File: src/rtl/dispatch_wide.sv
// ---------------------------------------------------------------------------
// dispatch_wide
//   N-lane in-order dispatch stage. Decoded instructions are buffered in a
//   small circular queue. Each cycle an in-order prefix of up to WIDTH queue
//   entries is renamed through the RAT and free list, given ROB indices and
//   handed to the reservation stations. Source operands that depend on an
//   older instruction in the same dispatch group are bypassed from that
//   lane's newly allocated physical register.
//
// Optional feature macro: DISPATCH_PERF_EN
//   When defined, adds saturating 32-bit counters perf_dispatched (number of
//   instructions dispatched) and perf_stall (cycles with stall_dispatch=1).
//
// Ports
//   clk, rst            clock, asynchronous active-low reset
//   flush               branch-recovery flush, empties the queue
//   in_valid/in_inst    decode lanes (contiguous from lane 0) / in_ready
//   rs1/rs2_archreg     RAT read addresses, rs1/rs2_mapping RAT read data
//   rename_en, rat_arch_dst, rat_phys_dst   RAT write port per lane
//   fl_count, preg_addr, preg_request       free-list interface
//   rob_free, rob_idx, rob_pkt              ROB interface
//   res_full, res_entry_out                 reservation-station interface
//   stall_dispatch      queue non-empty but nothing dispatched
// ---------------------------------------------------------------------------
package dispatch_wide_pkg;
    localparam int ARCH_WIDTH       = 5;
    localparam int PHYS_WIDTH       = 6;
    localparam int ROB_ADDR_WIDTH   = 4;
    localparam int NUM_RES_STATIONS = 4;
    localparam int RES_ID_WIDTH     = 2;

    typedef struct packed {
        logic                      i_valid;
        logic [7:0]                opcode;
        logic                      i_uses_rd;
        logic [ARCH_WIDTH-1:0]     rd_addr;
        logic [ARCH_WIDTH-1:0]     rs1_addr;
        logic [ARCH_WIDTH-1:0]     rs2_addr;
        logic [PHYS_WIDTH-1:0]     rd_paddr;
        logic [PHYS_WIDTH-1:0]     rs1_paddr;
        logic [PHYS_WIDTH-1:0]     rs2_paddr;
        logic [RES_ID_WIDTH-1:0]   res_id;
        logic [ROB_ADDR_WIDTH-1:0] i_rob_idx;
    } instr_pkt;

    typedef struct packed {
        instr_pkt inst;
        logic     valid;
        logic     stall;
    } res_entry;
endpackage

module dispatch_wide
    import dispatch_wide_pkg::*;
#(
    parameter int WIDTH  = 2,
    parameter int QDEPTH = 8
) (
    input  logic                                   clk,
    input  logic                                   rst,
    input  logic                                   flush,
    input  logic [WIDTH-1:0]                       in_valid,
    input  instr_pkt [WIDTH-1:0]                   in_inst,
    output logic                                   in_ready,
    output logic [WIDTH-1:0][ARCH_WIDTH-1:0]       rs1_archreg,
    output logic [WIDTH-1:0][ARCH_WIDTH-1:0]       rs2_archreg,
    input  logic [WIDTH-1:0][PHYS_WIDTH-1:0]       rs1_mapping,
    input  logic [WIDTH-1:0][PHYS_WIDTH-1:0]       rs2_mapping,
    output logic [WIDTH-1:0]                       rename_en,
    output logic [WIDTH-1:0][ARCH_WIDTH-1:0]       rat_arch_dst,
    output logic [WIDTH-1:0][PHYS_WIDTH-1:0]       rat_phys_dst,
    input  logic [PHYS_WIDTH:0]                    fl_count,
    input  logic [WIDTH-1:0][PHYS_WIDTH-1:0]       preg_addr,
    output logic [WIDTH-1:0]                       preg_request,
    input  logic [ROB_ADDR_WIDTH:0]                rob_free,
    input  logic [ROB_ADDR_WIDTH-1:0]              rob_idx,
    output instr_pkt [WIDTH-1:0]                   rob_pkt,
    input  logic [NUM_RES_STATIONS-1:0]            res_full,
    output res_entry [WIDTH-1:0]                   res_entry_out,
`ifdef DISPATCH_PERF_EN
    output logic [31:0]                            perf_dispatched,
    output logic [31:0]                            perf_stall,
`endif
    output logic                                   stall_dispatch
);

    localparam int PW  = $clog2(QDEPTH);
    localparam int CW  = PW + 1;
    localparam int RW  = ROB_ADDR_WIDTH + 1;
    localparam int FLW = PHYS_WIDTH + 1;

    instr_pkt                         queueMem [QDEPTH];
    logic [PW-1:0]                    head_q, head_d, tail_q, tail_d;
    logic [CW-1:0]                    count_q, count_d;
    logic [CW-1:0]                    enqCnt, enqAccepted, deqCnt;
    logic                             doEnq;

    instr_pkt [WIDTH-1:0]             cand;
    logic [WIDTH-1:0]                 needsRd, dispLane, dstUsed;
    logic [WIDTH-1:0][PHYS_WIDTH-1:0] physDst, rs1Phys, rs2Phys;
    logic [NUM_RES_STATIONS-1:0]      stationUsed;
    logic                             dispOk;
    int                               rdNum;

    // Space check uses the registered count only, so a full queue never
    // depends combinationally on this cycle's dispatch decision.
    assign in_ready = (CW'(QDEPTH) - count_q) >= CW'(WIDTH);
    assign doEnq    = in_ready && !flush;

    // Decode lanes are contiguous from lane 0, so the popcount of in_valid
    // is also the index bound of the lanes to write.
    always_comb begin
        enqCnt = '0;
        for (int k = 0; k < WIDTH; k++) begin
            enqCnt = enqCnt + CW'(in_valid[k]);
        end
        enqAccepted = doEnq ? enqCnt : '0;
    end

    // Queue storage; contents need no reset because count_q qualifies them.
    always_ff @(posedge clk) begin
        if (doEnq) begin
            for (int k = 0; k < WIDTH; k++) begin
                if (CW'(k) < enqCnt) begin
                    queueMem[tail_q + PW'(k)] <= in_inst[k];
                end
            end
        end
    end

    // Dispatch selection, renaming and intra-group bypass. The lane chain
    // stops at the first lane that cannot go, keeping dispatch in order.
    always_comb begin
        dispOk        = 1'b1;
        rdNum         = 0;
        stationUsed   = '0;
        deqCnt        = '0;
        cand          = '0;
        needsRd       = '0;
        dispLane      = '0;
        dstUsed       = '0;
        physDst       = '0;
        rs1Phys       = '0;
        rs2Phys       = '0;
        rename_en     = '0;
        preg_request  = '0;
        rs1_archreg   = '0;
        rs2_archreg   = '0;
        rat_arch_dst  = '0;
        rat_phys_dst  = '0;
        rob_pkt       = '0;
        res_entry_out = '0;
        for (int k = 0; k < WIDTH; k++) begin
            cand[k]        = queueMem[head_q + PW'(k)];
            needsRd[k]     = cand[k].i_uses_rd && (cand[k].rd_addr != '0);
            rs1_archreg[k] = cand[k].rs1_addr;
            rs2_archreg[k] = cand[k].rs2_addr;

            // Free-list slot j goes to the j-th renaming lane of this group.
            for (int j = 0; j < WIDTH; j++) begin
                if (j == rdNum) physDst[k] = preg_addr[j];
            end

            dispOk = dispOk && !flush
                   && (CW'(k) < count_q)
                   && (rob_free > RW'(k))
                   && (FLW'(rdNum + (needsRd[k] ? 1 : 0)) <= fl_count)
                   && !res_full[cand[k].res_id]
                   && !stationUsed[cand[k].res_id];
            dispLane[k] = dispOk;

            if (dispOk) begin
                deqCnt                      = deqCnt + CW'(1);
                stationUsed[cand[k].res_id] = 1'b1;
                if (needsRd[k]) begin
                    rename_en[k] = 1'b1;
                    dstUsed[k]   = 1'b1;
                    for (int j = 0; j < WIDTH; j++) begin
                        if (j == rdNum) preg_request[j] = 1'b1;
                    end
                    rdNum = rdNum + 1;
                end
            end

            // Ascending scan so the youngest older producer overrides.
            rs1Phys[k] = rs1_mapping[k];
            rs2Phys[k] = rs2_mapping[k];
            for (int j = 0; j < k; j++) begin
                if (dstUsed[j] && (cand[j].rd_addr == cand[k].rs1_addr)) rs1Phys[k] = physDst[j];
                if (dstUsed[j] && (cand[j].rd_addr == cand[k].rs2_addr)) rs2Phys[k] = physDst[j];
            end

            rat_arch_dst[k]       = cand[k].rd_addr;
            rat_phys_dst[k]       = physDst[k];
            rob_pkt[k]            = cand[k];
            rob_pkt[k].i_valid    = dispLane[k];
            rob_pkt[k].rd_paddr   = dstUsed[k] ? physDst[k] : '0;
            rob_pkt[k].rs1_paddr  = rs1Phys[k];
            rob_pkt[k].rs2_paddr  = rs2Phys[k];
            rob_pkt[k].i_rob_idx  = rob_idx + ROB_ADDR_WIDTH'(k);
            res_entry_out[k].inst  = rob_pkt[k];
            res_entry_out[k].valid = 1'b0;
            res_entry_out[k].stall = 1'b0;
        end
    end

    assign stall_dispatch = (count_q != '0) && (deqCnt == '0);

    // Pointer and occupancy next-state; flush discards everything.
    always_comb begin
        head_d  = head_q + PW'(deqCnt);
        tail_d  = tail_q + PW'(enqAccepted);
        count_d = count_q + enqAccepted - deqCnt;
        if (flush) begin
            head_d  = '0;
            tail_d  = '0;
            count_d = '0;
        end
    end

    always_ff @(posedge clk or negedge rst) begin
        if (!rst) begin
            head_q  <= '0;
            tail_q  <= '0;
            count_q <= '0;
        end else begin
            head_q  <= head_d;
            tail_q  <= tail_d;
            count_q <= count_d;
        end
    end

`ifdef DISPATCH_PERF_EN
    logic [31:0] perfDisp_q, perfStall_q;

    // Saturating event counters; flush deliberately does not clear them.
    always_ff @(posedge clk or negedge rst) begin
        if (!rst) begin
            perfDisp_q  <= '0;
            perfStall_q <= '0;
        end else begin
            if (perfDisp_q > (32'hFFFF_FFFF - 32'(deqCnt))) begin
                perfDisp_q <= '1;
            end else begin
                perfDisp_q <= perfDisp_q + 32'(deqCnt);
            end
            if (stall_dispatch && (perfStall_q != '1)) begin
                perfStall_q <= perfStall_q + 32'd1;
            end
        end
    end

    assign perf_dispatched = perfDisp_q;
    assign perf_stall      = perfStall_q;
`endif

endmodule

File: config.mk
export PLATFORM = sky130hd
export DESIGN_NAME = dispatch_wide
export DESIGN_NICKNAME = d
export VERILOG_FILES = /design/src/rtl/dispatch_wide.sv
export SDC_FILE = /design/constraint.sdc
export NUM_CORES = 1
export LEC_CHECK = 0
export ABC_AREA = 1
export BUFFER_PORTS_ARGS = -buffer_cell sky130_fd_sc_hd__buf_2
export CORE_MARGIN = 5
export CORE_UTILIZATION = 56
export CTS_BUF_LIST = sky130_fd_sc_hd__clkbuf_4 sky130_fd_sc_hd__clkbuf_8
export CTS_CLUSTER_SIZE = 8
export DETAILED_ROUTE_END_ITERATION = 10
export PLACE_DENSITY_LB_ADDON = 0.08
export SETUP_SLACK_MARGIN = 0.05
export SKIP_LAST_GASP = 1
export SLEW_MARGIN = 10
export SYNTH_ARGS = -nofsm -noshare
export SYNTH_HDL_FRONTEND = slang
export SYNTH_SLANG_ARGS = --single-unit
File: constraint.sdc
create_clock -name clk -period 6.98 [get_ports clk]
set_input_delay 0 -clock clk [delete_from_list [all_inputs] [get_ports clk]]
set_output_delay 0 -clock clk [all_outputs]
set_load 0.02 [all_outputs]
==> impl_results.md, run 1 <==
* Top Usage Layer GRT: met2
* Commonest non-fill, non-tap cell in the layout: nand2_1
* Share of cells above drive strength 1 at between 15 and 20%
* Most used cell, CP: ha_1
* Worst R2R Start: head_q[0]
* Setup_tns at 0 ns
* H-tree levels at 2
* Crit-path slowest cell: dfrtp_4
* # port buffers at 320
* Post-CTS Setup Bufs at 0
* Final wirelength at 51000 µm
* Area grow syn2layout at 12.2%
* CP Capture Type: flop
* TritonCTS clock tree: built
* Hold Crit Class: input pin to primary output
* Critical Path AT at ~6.8 ns
* CP endpoint: count_q[3]
* Vias in the first global route at ~14000
* Setup Skew at around 0.024 ns
* Final setup fails at 0
* Starting density of the core at 57.1%
* Routability congestion estimate at 0.867
* Post-Syn Area per Cell at roughly 7.4 µm²
* Largest net degree at the start of global routing at between 100 and 150
* Cell count after synthesis at roughly 2200
* Die Height at about 180 µm
* Minimum clock period at between 6 and 7 ns
* I/O pin count at approximately 400
* Tot GR Track Use at a little under a third
* Core footprint at roughly 28000 µm²
* Vias at approximately 15000
* Die area at 32000 µm²
* Post-synthesis sequential area ratio at approximately two fifths
* Final hold slack at 0.0000131 ns
* Top-area cell type share of the netlist area at 39.0%
* Area leader, netlist: edfxtp_1
* Register area at 6500 µm²
* Site Rows at 61
* Initial antenna violation count at 4
* CP Class: flop to flop
* Max_cap viols at 0
* DP Wirelength at 32300 µm
* RSZ-0062 raised after global routing: no
* Routing usage on met1 at between 30% and 40%
* Leakage power at 8.59 nW
* Final design utilization at 64.1%
* Final Hold Vio Count at 0
* Synth cell types at 41
* RR Endpoint: count_q[3]
* Pwr Total at 6.96 mW
* ANT nets after route at 0
* Required @ worst endpoint at approximately 7.4 ns
* Worst-Skew Late Latency at between 0.5 and 0.6 ns
* Chip width at approximately 180 µm
* Clock slew at reported path FFs at roughly 0.060 ns
* Drt drc at 0
* Synthesized area at between 15000 and 20000 µm²
* Crit-path max FO at 69
* R2r setup slk at ~0.67 ns
* Reg2reg path depth at 29
* Max_slew headroom at 17.4%
* Peak Freq at between 150 and 200 MHz
* Layout Nets at between 2000 and 3000
* VDD IR-drop max at 0.202 mV
* Pre-CTS setup slack at a little under 0.6 ns
* Total grt overflow at 0
* Via/cell ratio at 5.51
* Final Cycle Share at between 90% and 100%
* WP buf/inv at 4
* Multi-input logic area at between 6000 and 7000 µm²
* Num CTS Buffers at 37
* Critical Path Stages at 29
* First drt pass iteration count at 6
* Largest incremental delay on the critical path at between 0.6 and 0.7 ns
* First-pass GRT wire length at between 70000 and 80000 µm
* Wire length per cell at ~19 µm
* Critical path startpoint: head_q[0]
* Slew @ Worst Pin at roughly 1.2 ns
* Highest-count cells in the layout ignoring fill and taps: nand2_1 (610), o21ai_0 (326), buf_2 (320)
* Met2 usage at between 50% and 60%
* CP delay by family, top: simple AND/OR/NAND/NOR gates
* Ys Warns at 0
* Pwr dens at a little under 400 nW/µm²
* CP Launch Type: flop
* Final worst slack at between 0.6 and 0.7 ns
* Ranking of synthesized cells by area: edfxtp_1 (39%), nand2_1 (15%), o21ai_0 (10%)
* Root buffer cell: clkbuf_8
* #FFs+latches synth at roughly 220
* Starting DRT DRC Count at approximately 1200
* Outcome: complete, no violations
* # fillers at about 2500
* Sink Count at 218
* Clk buf depth at 3
* Final max-slew violation count at 0
* Grt met3 use at between 5 and 6%
==> power by group <==
part / switching, mW / internal, mW
sequential: 0.0973 / 1.58
combinational: 3.01 / 1.20
clock: 0.520 / 0.550
total: 3.63 / 3.33
==> layout make-up <==
class / instances / area share [%]
multi-input cells: 1406 / 38.0
flip-flops and latches: 218 / 36.2
repair buffers: 425 / 14.5
inverters: 235 / 4.96
clock buffers: 47 / 3.29
well taps: 378 / 2.64
clock inverters: 15 / 0.349
diodes: 5 / 0.0697
==> per-stage QoR <==
stage	area [µm²]	std cells
6_report	17900	2729
5_1_grt	17900	2727
4_1_cts	17900	2724
3_5_place_dp	16500	2581
3_3_place_gp	16500	2581
2_1_floorplan	16000	2165
==> logic make-up (layout without fill, tap and decap cells) <==
| group | after synthesis | in the layout | synth area share [%] |
|---|---|---|---|
| flip-flops | 218 | 218 | 40.6 |
| AO/OA/AOI/OAI | 492 | 492 | 16.2 |
| adder cells (fa/ha/maj) | 25 | 25 | 2.14 |
| AND/OR/NAND/NOR | 879 | 879 | 23.0 |
| other | 1 | 9 | 0.0234 |
| XOR/XNOR | 6 | 6 | 0.329 |
| buffers and inverters | 541 | 722 | 17.7 |
==> synthesized netlist by cell type, drive strengths merged <==
cell and count:
nand2 630, o21ai 350, inv 234, buf 227
edfxtp 208, nand3 153, nor2 90, a21oi 89
clkbuf 79, a31oi 27, ha 21, o211ai 15
dfrtp 10, a221oi 8, fa 4, nand4 4
xnor2 4, xor2 2, a21boi 1, a21o 1
clkinv 1, conb 1, nor3 1, o31ai 1
or2 1
==> metal layers <==
layer	vias up	share of wire, %	wire length, µm
li1	7262	-	-
met1	6902	38	19300
met2	732	48	24700
met3	136	9.4	4800
met4	0	4.3	2170
met5	-	0	0
==> what timing repair did <==
action	4_1_cts	5_1_grt
hold endpoints to repair	228	0
gates resized for setup	0	2
hold buffers	81	0
endpoints found under the setup margin	0	1
==> how the worst min path moves through the flow <==
stage	start	to	slack, ns	cells past startpoint
after floorplan	rst	count_q[0]	-0.30	0
after global placement	rst	count_q[1]	-0.11	1
after detailed placement	rst	count_q[1]	-0.11	1
after CTS	rs2_mapping[1]	res_entry_out[9]	0.0002	0
after global routing	rs2_mapping[4]	res_entry_out[12]	0.00004	0
final	rs1_mapping[5]	rob_pkt[17]	0.00001	0
==> worst reg2reg max path: cells and delay by family (launching register included) <==
kind | cells | cell delay [ns]
AOI/OAI and AO/OA | 8 | 1.45
adders and majority gates | 6 | 1.56
buffers and inverters | 4 | 0.74
DFF | 1 | 0.69
and+or+nand+nor | 11 | 1.77
==> sequential cells by signal, indices dropped and copies added (netlist names) <==
name and count:
head_q 3, tail_q 3, queueMem 208, count_q 4
No activity file was read; power rests on OpenSTA's default activity.
==> run 2, diff against run 1 <==
Clock period 6.98 ns to 5.9 ns, I/O delays scaled along.
==> run 2 against run 1 <==
Critical path depth stayed put. Cell area rose by 2.2%. Via count rose by 1.7%. Non-clock buffer count up 29. Setup slack worse by 0.20 ns. Clock-buffer cell count rose by 7. Final cell count rose by 1.3%. Largest cell class unchanged. Sequential cell count unchanged.
==> impl_results.md, run 2 (synthesized netlist as in run 1, its figures left out) <==
* Most used cell, CP: ha_1
* Chip width at between 150 and 200 µm
* First drt pass iteration count at 6
* Final Hold Vio Count at 0
* Setup Skew at about 0.016 ns
* CP Class: flop to flop
* Area grow syn2layout at 14.6%
* Leakage power at between 8 and 9 nW
* TritonCTS clock tree: built
* Setup_tns at 0 ns
* Max reg flops at 208
* Final setup fails at 0
* Share of cells above drive strength 1 at 21.1%
* Commonest non-fill, non-tap cell in the layout: nand2_1
* Worst R2R Start: head_q[1]
* RSZ-0062 raised after global routing: no
* Pwr dens at 463 nW/µm²
* Via/cell ratio at between 5 and 6
* CP Capture Type: flop
* Slew @ Worst Pin at ~1.2 ns
* Root buffer cell: clkbuf_8
* DP Wirelength at 32200 µm
* Top Registers: queueMem x208, count_q x4
* Initial antenna violation count at 3
* Site Rows at a little over 60
* Outcome: complete, no violations
* Wire length per cell at ~19 µm
* Layout Nets at around 2500
* Starting DRT DRC Count at around 1600
* H-tree levels at 2
* Final worst slack at approximately 0.47 ns
* Pre-CTS setup slack at roughly 0.26 ns
* Tot GR Track Use at between 30% and 40%
* Worst-Skew Late Latency at 0.54 ns
* Highest-count cells in the layout ignoring fill and taps: nand2_1 (608), o21ai_0 (326), buf_2 (321)
* Crit-path slowest cell: dfrtp_2
* Largest net degree at the start of global routing at 98
* Critical Path AT at slightly below 6 ns
* Required @ worst endpoint at around 6.4 ns
* Routability congestion estimate at just under 0.9
* Clock slew at reported path FFs at approximately 0.060 ns
* First-pass GRT wire length at 75000 µm
* Max_slew headroom at around 18%
* Cell depth of the worst min-delay path at 0
* Num CTS Buffers at 38
* Total grt overflow at 0
* Die Height at roughly 180 µm
* Crit-path max FO at 12
* Max_cap viols at 0
* Reg2reg path depth at 29
* Final max-slew violation count at 0
* Clk buf depth at 3
* Top reg by flops: queueMem
* I/O pin count at roughly 400
* Drt drc at 0
* Largest incremental delay on the critical path at approximately 0.48 ns
* Final Cycle Share at 92.1%
* RR Endpoint: count_q[3]
* ANT nets after route at 0
* R2r setup slk at 0.47 ns
* CP Launch Type: flop
* Die area at around 32000 µm²
* Hold EP: rob_pkt[17]
* Vias at 15300
* Peak Freq at approximately 180 MHz
* Hold Startpoint: rs1_mapping[5]
* Starting density of the core at between 50% and 60%
* VDD IR-drop max at approximately 0.26 mV
* Vias in the first global route at between 10000 and 15000
* Sink Count at between 200 and 250
* Minimum clock period at roughly 5.4 ns
* Hold Crit Class: input pin to primary output
* Core footprint at between 20000 and 30000 µm²
* Final wirelength at around 50000 µm
* # port buffers at 320
==> run 2: per-stage QoR <==
stage          cells  area, µm²  utilization, %  power (mW)  hold slack, ns
2_1_floorplan   2165      16000               -        6.05          -0.296
3_3_place_gp    2598      16600            59.2        6.87          -0.122
3_5_place_dp    2598      16600            59.2        6.94          -0.120
4_1_cts         2748      18100            64.8        8.36        0.000211
5_1_grt         2763      18300            65.5        9.06       0.0000431
6_report        2764      18300            65.5        8.49       0.0000131
==> run 2: how the worst max path moves through the flow <==
stage                     cells past startpoint         end       from
after detailed placement                     31  count_q[3]  head_q[0]
final                                        29  count_q[3]  head_q[1]
after global routing                         29  count_q[3]  head_q[0]
after floorplan                              34  count_q[3]  head_q[0]
after global placement                       31  count_q[3]  head_q[0]
after CTS                                    29  count_q[3]  head_q[0]
==> run 2: critical path, delay by kind of cell, from the launching register on <==
kind	cells	cell delay, ns
AOI/OAI and AO/OA	9	1.48
adders and majority gates	6	1.62
buffers and inverters	5	0.61
DFF	1	0.48
and+or+nand+nor	9	1.14
==> run 2: layout make-up <==
| cell class | instances | area [µm²] |
|---|---|---|
| Sequential cell | 218 | 6500 |
| Inverter | 235 | 912 |
| Fill cell | 2433 | 9670 |
| Multi-Input combinational cell | 1406 | 6830 |
| Timing Repair Buffer | 454 | 2850 |
| Tap cell | 378 | 473 |
| Clock inverter | 15 | 96.3 |
| Clock buffer | 54 | 649 |
| Timing Repair inverter | 1 | 11.3 |
| Antenna cell | 3 | 7.51 |
==> run 2: timing repair <==
| item | in CTS | in global routing |
|---|---|---|
| gates resized for setup | 0 | 15 |
| hold buffers | 81 | 0 |
| endpoints found under the setup margin | 0 | 3 |
| hold endpoints to repair | 226 | 0 |
| buffers inserted | 0 | 11 |
==> run 2: routing by layer <==
metal | GRT usage [%] | up-vias | part of all wire, %
li1 | - | 7329 | -
met1 | 37.1 | 6969 | 37
met2 | 51.8 | 827 | 48
met3 | 5.59 | 155 | 11
met4 | 15.2 | 2 | 4.6
met5 | 0 | - | 0.025
==> run 2: where the power goes <==
| part | leakage [nW] | internal [mW] | total, mW | switching (mW) |
|---|---|---|---|---|
| registers | 2.01 | 1.87 | 1.95 | 0.0835 |
| logic | 6.40 | 1.52 | 5.15 | 3.63 |
| clock network | 0.398 | 0.757 | 1.38 | 0.628 |
==> run 3, diff against run 2 <==
Settings changed: CORE_UTILIZATION 56 to 51.
Clock period 5.9 ns to 4.7 ns, I/O delays scaled along.
==> run 3 against run 2 <==
Wire length decreased by 0.44%. Setup slack got worse by 0.43 ns. Utilization decreased by 4.4 points. Clock-buffer cell count did not move. Critical path type unchanged. Non-clock buffer count is 28 higher. Sequential cell count is the same. Critical path depth rose by 4. Register-to-register slack got worse by 0.43 ns. Die area is 9.2% higher. Clock skew is 0.0078 ns higher. Global-route usage is 2.6 points lower.
==> impl_results.md, run 3 (synthesized netlist as in run 1, its figures left out) <==
* Highest-count cells in the layout ignoring fill and taps: nand2_1 (612), o21ai_0 (323), buf_2 (320)
* Hold Crit Class: input pin to primary output
* Most used cell, CP: ha_4
* Max reg flops at 208
* Wire length per cell at around 18 µm
* Commonest non-fill, non-tap cell in the layout: nand2_1
* Clk pwr share at 15.5%
* Final setup fails at 0
* Final max-slew violation count at 0
* Clk buf depth at 3
* Multi-input logic area at roughly 7000 µm²
* Total grt overflow at 0
* I/O pin count at 407
* Top reg by flops: queueMem
* Max_cap viols at 0
* DP Wirelength at about 34000 µm
* Met2 usage at 47.8%
* H-tree levels at 2
* Tot GR Track Use at approximately 28%
* Starting density of the core at a little over half
* First drt pass iteration count at 5
* Outcome: complete, no violations
* Final Cycle Share at slightly below 100%
* Largest net degree at the start of global routing at 58
* Area grow syn2layout at 17.5%
* Minimum clock period at approximately 4.7 ns
* Sink Count at approximately 220
* Crit-path max FO at 6
* Core footprint at 30700 µm²
* RSZ-0062 raised after global routing: yes
* CP Capture Type: flop
* TritonCTS clock tree: built
* Peak Freq at 215 MHz
* Via/cell ratio at 5.40
* Net Sw Frac at roughly 50%
* Internal Power at about 5.5 mW
* Final instance area at 18800 µm²
* CP Launch Type: flop
* Layout Nets at between 2000 and 3000
* Die area at roughly 35000 µm²
* ANT nets after route at 0
* Vias in the first global route at around 14000
* # port buffers at 320
* Combinational share of power at 62.5%
* Crit-path slowest cell: dfrtp_4
* VDD IR-drop max at 0.370 mV
* Top Registers: queueMem x208, count_q x4
* Die Height at ~190 µm
* Num CTS Buffers at 38
* Drt drc at 0
* Slew @ Worst Pin at ~0.93 ns
* Routability congestion estimate at about 0.89
* Final wirelength at just over 50000 µm
* Top Usage Layer GRT: met2
* Required @ worst endpoint at ~5.2 ns
* Placed Area at approximately 17000 µm²
* Final hold slack at 0.0000135 ns
* # fillers at roughly 2800
* First-pass GRT wire length at slightly below 80000 µm
* Critical Path AT at slightly above 5 ns
* ANT cells at 0
* Chip width at 187 µm
* Sequential fraction of design power at about 22%
* Routing usage on met1 at 36.6%
* Leakage power at 8.96 nW
* Initial antenna violation count at 0
* Starting DRT DRC Count at around 1300
* WP buf/inv at 7
* Setup Skew at between 0.02 and 0.025 ns
* Site Rows at 64
* DP Cell Count at around 2600
* Register area at about 6500 µm²
* Finished Layout Cells at 2803
* Grt met3 use at under 10%
* Root buffer cell: clkbuf_8
* CP delay by family, top: adder cells
* Share of cells above drive strength 1 at a little under a quarter
* Vias at 15100
* Largest incremental delay on the critical path at 0.50 ns
* Worst-Skew Late Latency at between 0.5 and 0.6 ns
* CP Class: flop to flop
* Clock slew at reported path FFs at roughly 0.060 ns
* Pwr dens at approximately 590 nW/µm²
* Switch Pwr at between 5 and 6 mW
* Max_slew headroom at between 30% and 40%
* Final Hold Vio Count at 0
[run 3: cell count changes in the layout (fill, tap and decap cells not counted), sizes merged]
cell      change
inv           +1
diode         -3
buf          +28
clkinvlp      -1
clkinv        -4
[run 3: power groups by stage]
stage / clock, mW / combinational, mW / sequential [mW]
after global routing: 1.82 / 7.48 / 2.45
after floorplan: 0 / 5.26 / 2.45
after CTS: 1.73 / 6.61 / 2.43
final: 1.71 / 6.88 / 2.43
after detailed placement: 0 / 6.52 / 2.47
after global placement: 0 / 6.44 / 2.47
[run 3: layout make-up]
cell class / instances / share of cell area, %
clock buffers: 54 / 3.42
repair inverters: 2 / 0.0932
multi-input cells: 1406 / 37.2
repair buffers: 482 / 16.8
clock inverters: 10 / 0.419
well taps: 396 / 2.64
flip-flops and latches: 218 / 34.6
inverters: 235 / 4.79
[run 3: worst paths after layout]
kind / slack [ns] / cells past startpoint / start / end
worst max-delay path: 0.04 / 33 / head_q[0] / count_q[3]
worst min-delay path: 0.00001 / 0 / rs2_mapping[2] / res_entry_out[10]
worst max register to register: 0.04 / 33 / head_q[0] / count_q[3]
worst min register to register: 0.63 / 2 / tail_q[2] / tail_q[2]
max in group asynchronous: 3.77 / 3 / rst / head_q[0]
min in group asynchronous: 0.51 / 3 / rst / count_q[3]
[run 3: stage by stage]
| stage | setup TNS (ns) | total power, mW | util (%) | setup slack [ns] |
|---|---|---|---|---|
| floorplan | -0.346 | 7.71 | - | -0.142 |
| global placement | 0 | 8.90 | 55.0 | 0.0503 |
| CTS | 0 | 10.8 | 60.0 | 0.0271 |
| global route | -0.602 | 11.8 | 61.1 | -0.203 |
| detailed placement | -0.0128 | 8.99 | 55.0 | -0.0128 |
| finish | 0 | 11.0 | 61.1 | 0.0428 |
[run 3: per-layer routing]
| layer | routed length, µm | share of wire [%] |
|---|---|---|
| met1 | 21000 | 41 |
| met2 | 24700 | 48 |
| met3 | 3900 | 7.6 |
| met4 | 1490 | 2.9 |
| met5 | 0 | 0 |
[run 3: repair_timing]
action	4_1_cts	5_1_grt
buffers inserted	0	9
gates resized for setup	5	46
pin swaps	1	22
hold buffers	81	0
endpoints found under the setup margin	3	11
gates cloned	0	5
endpoints found under the hold margin	226	0
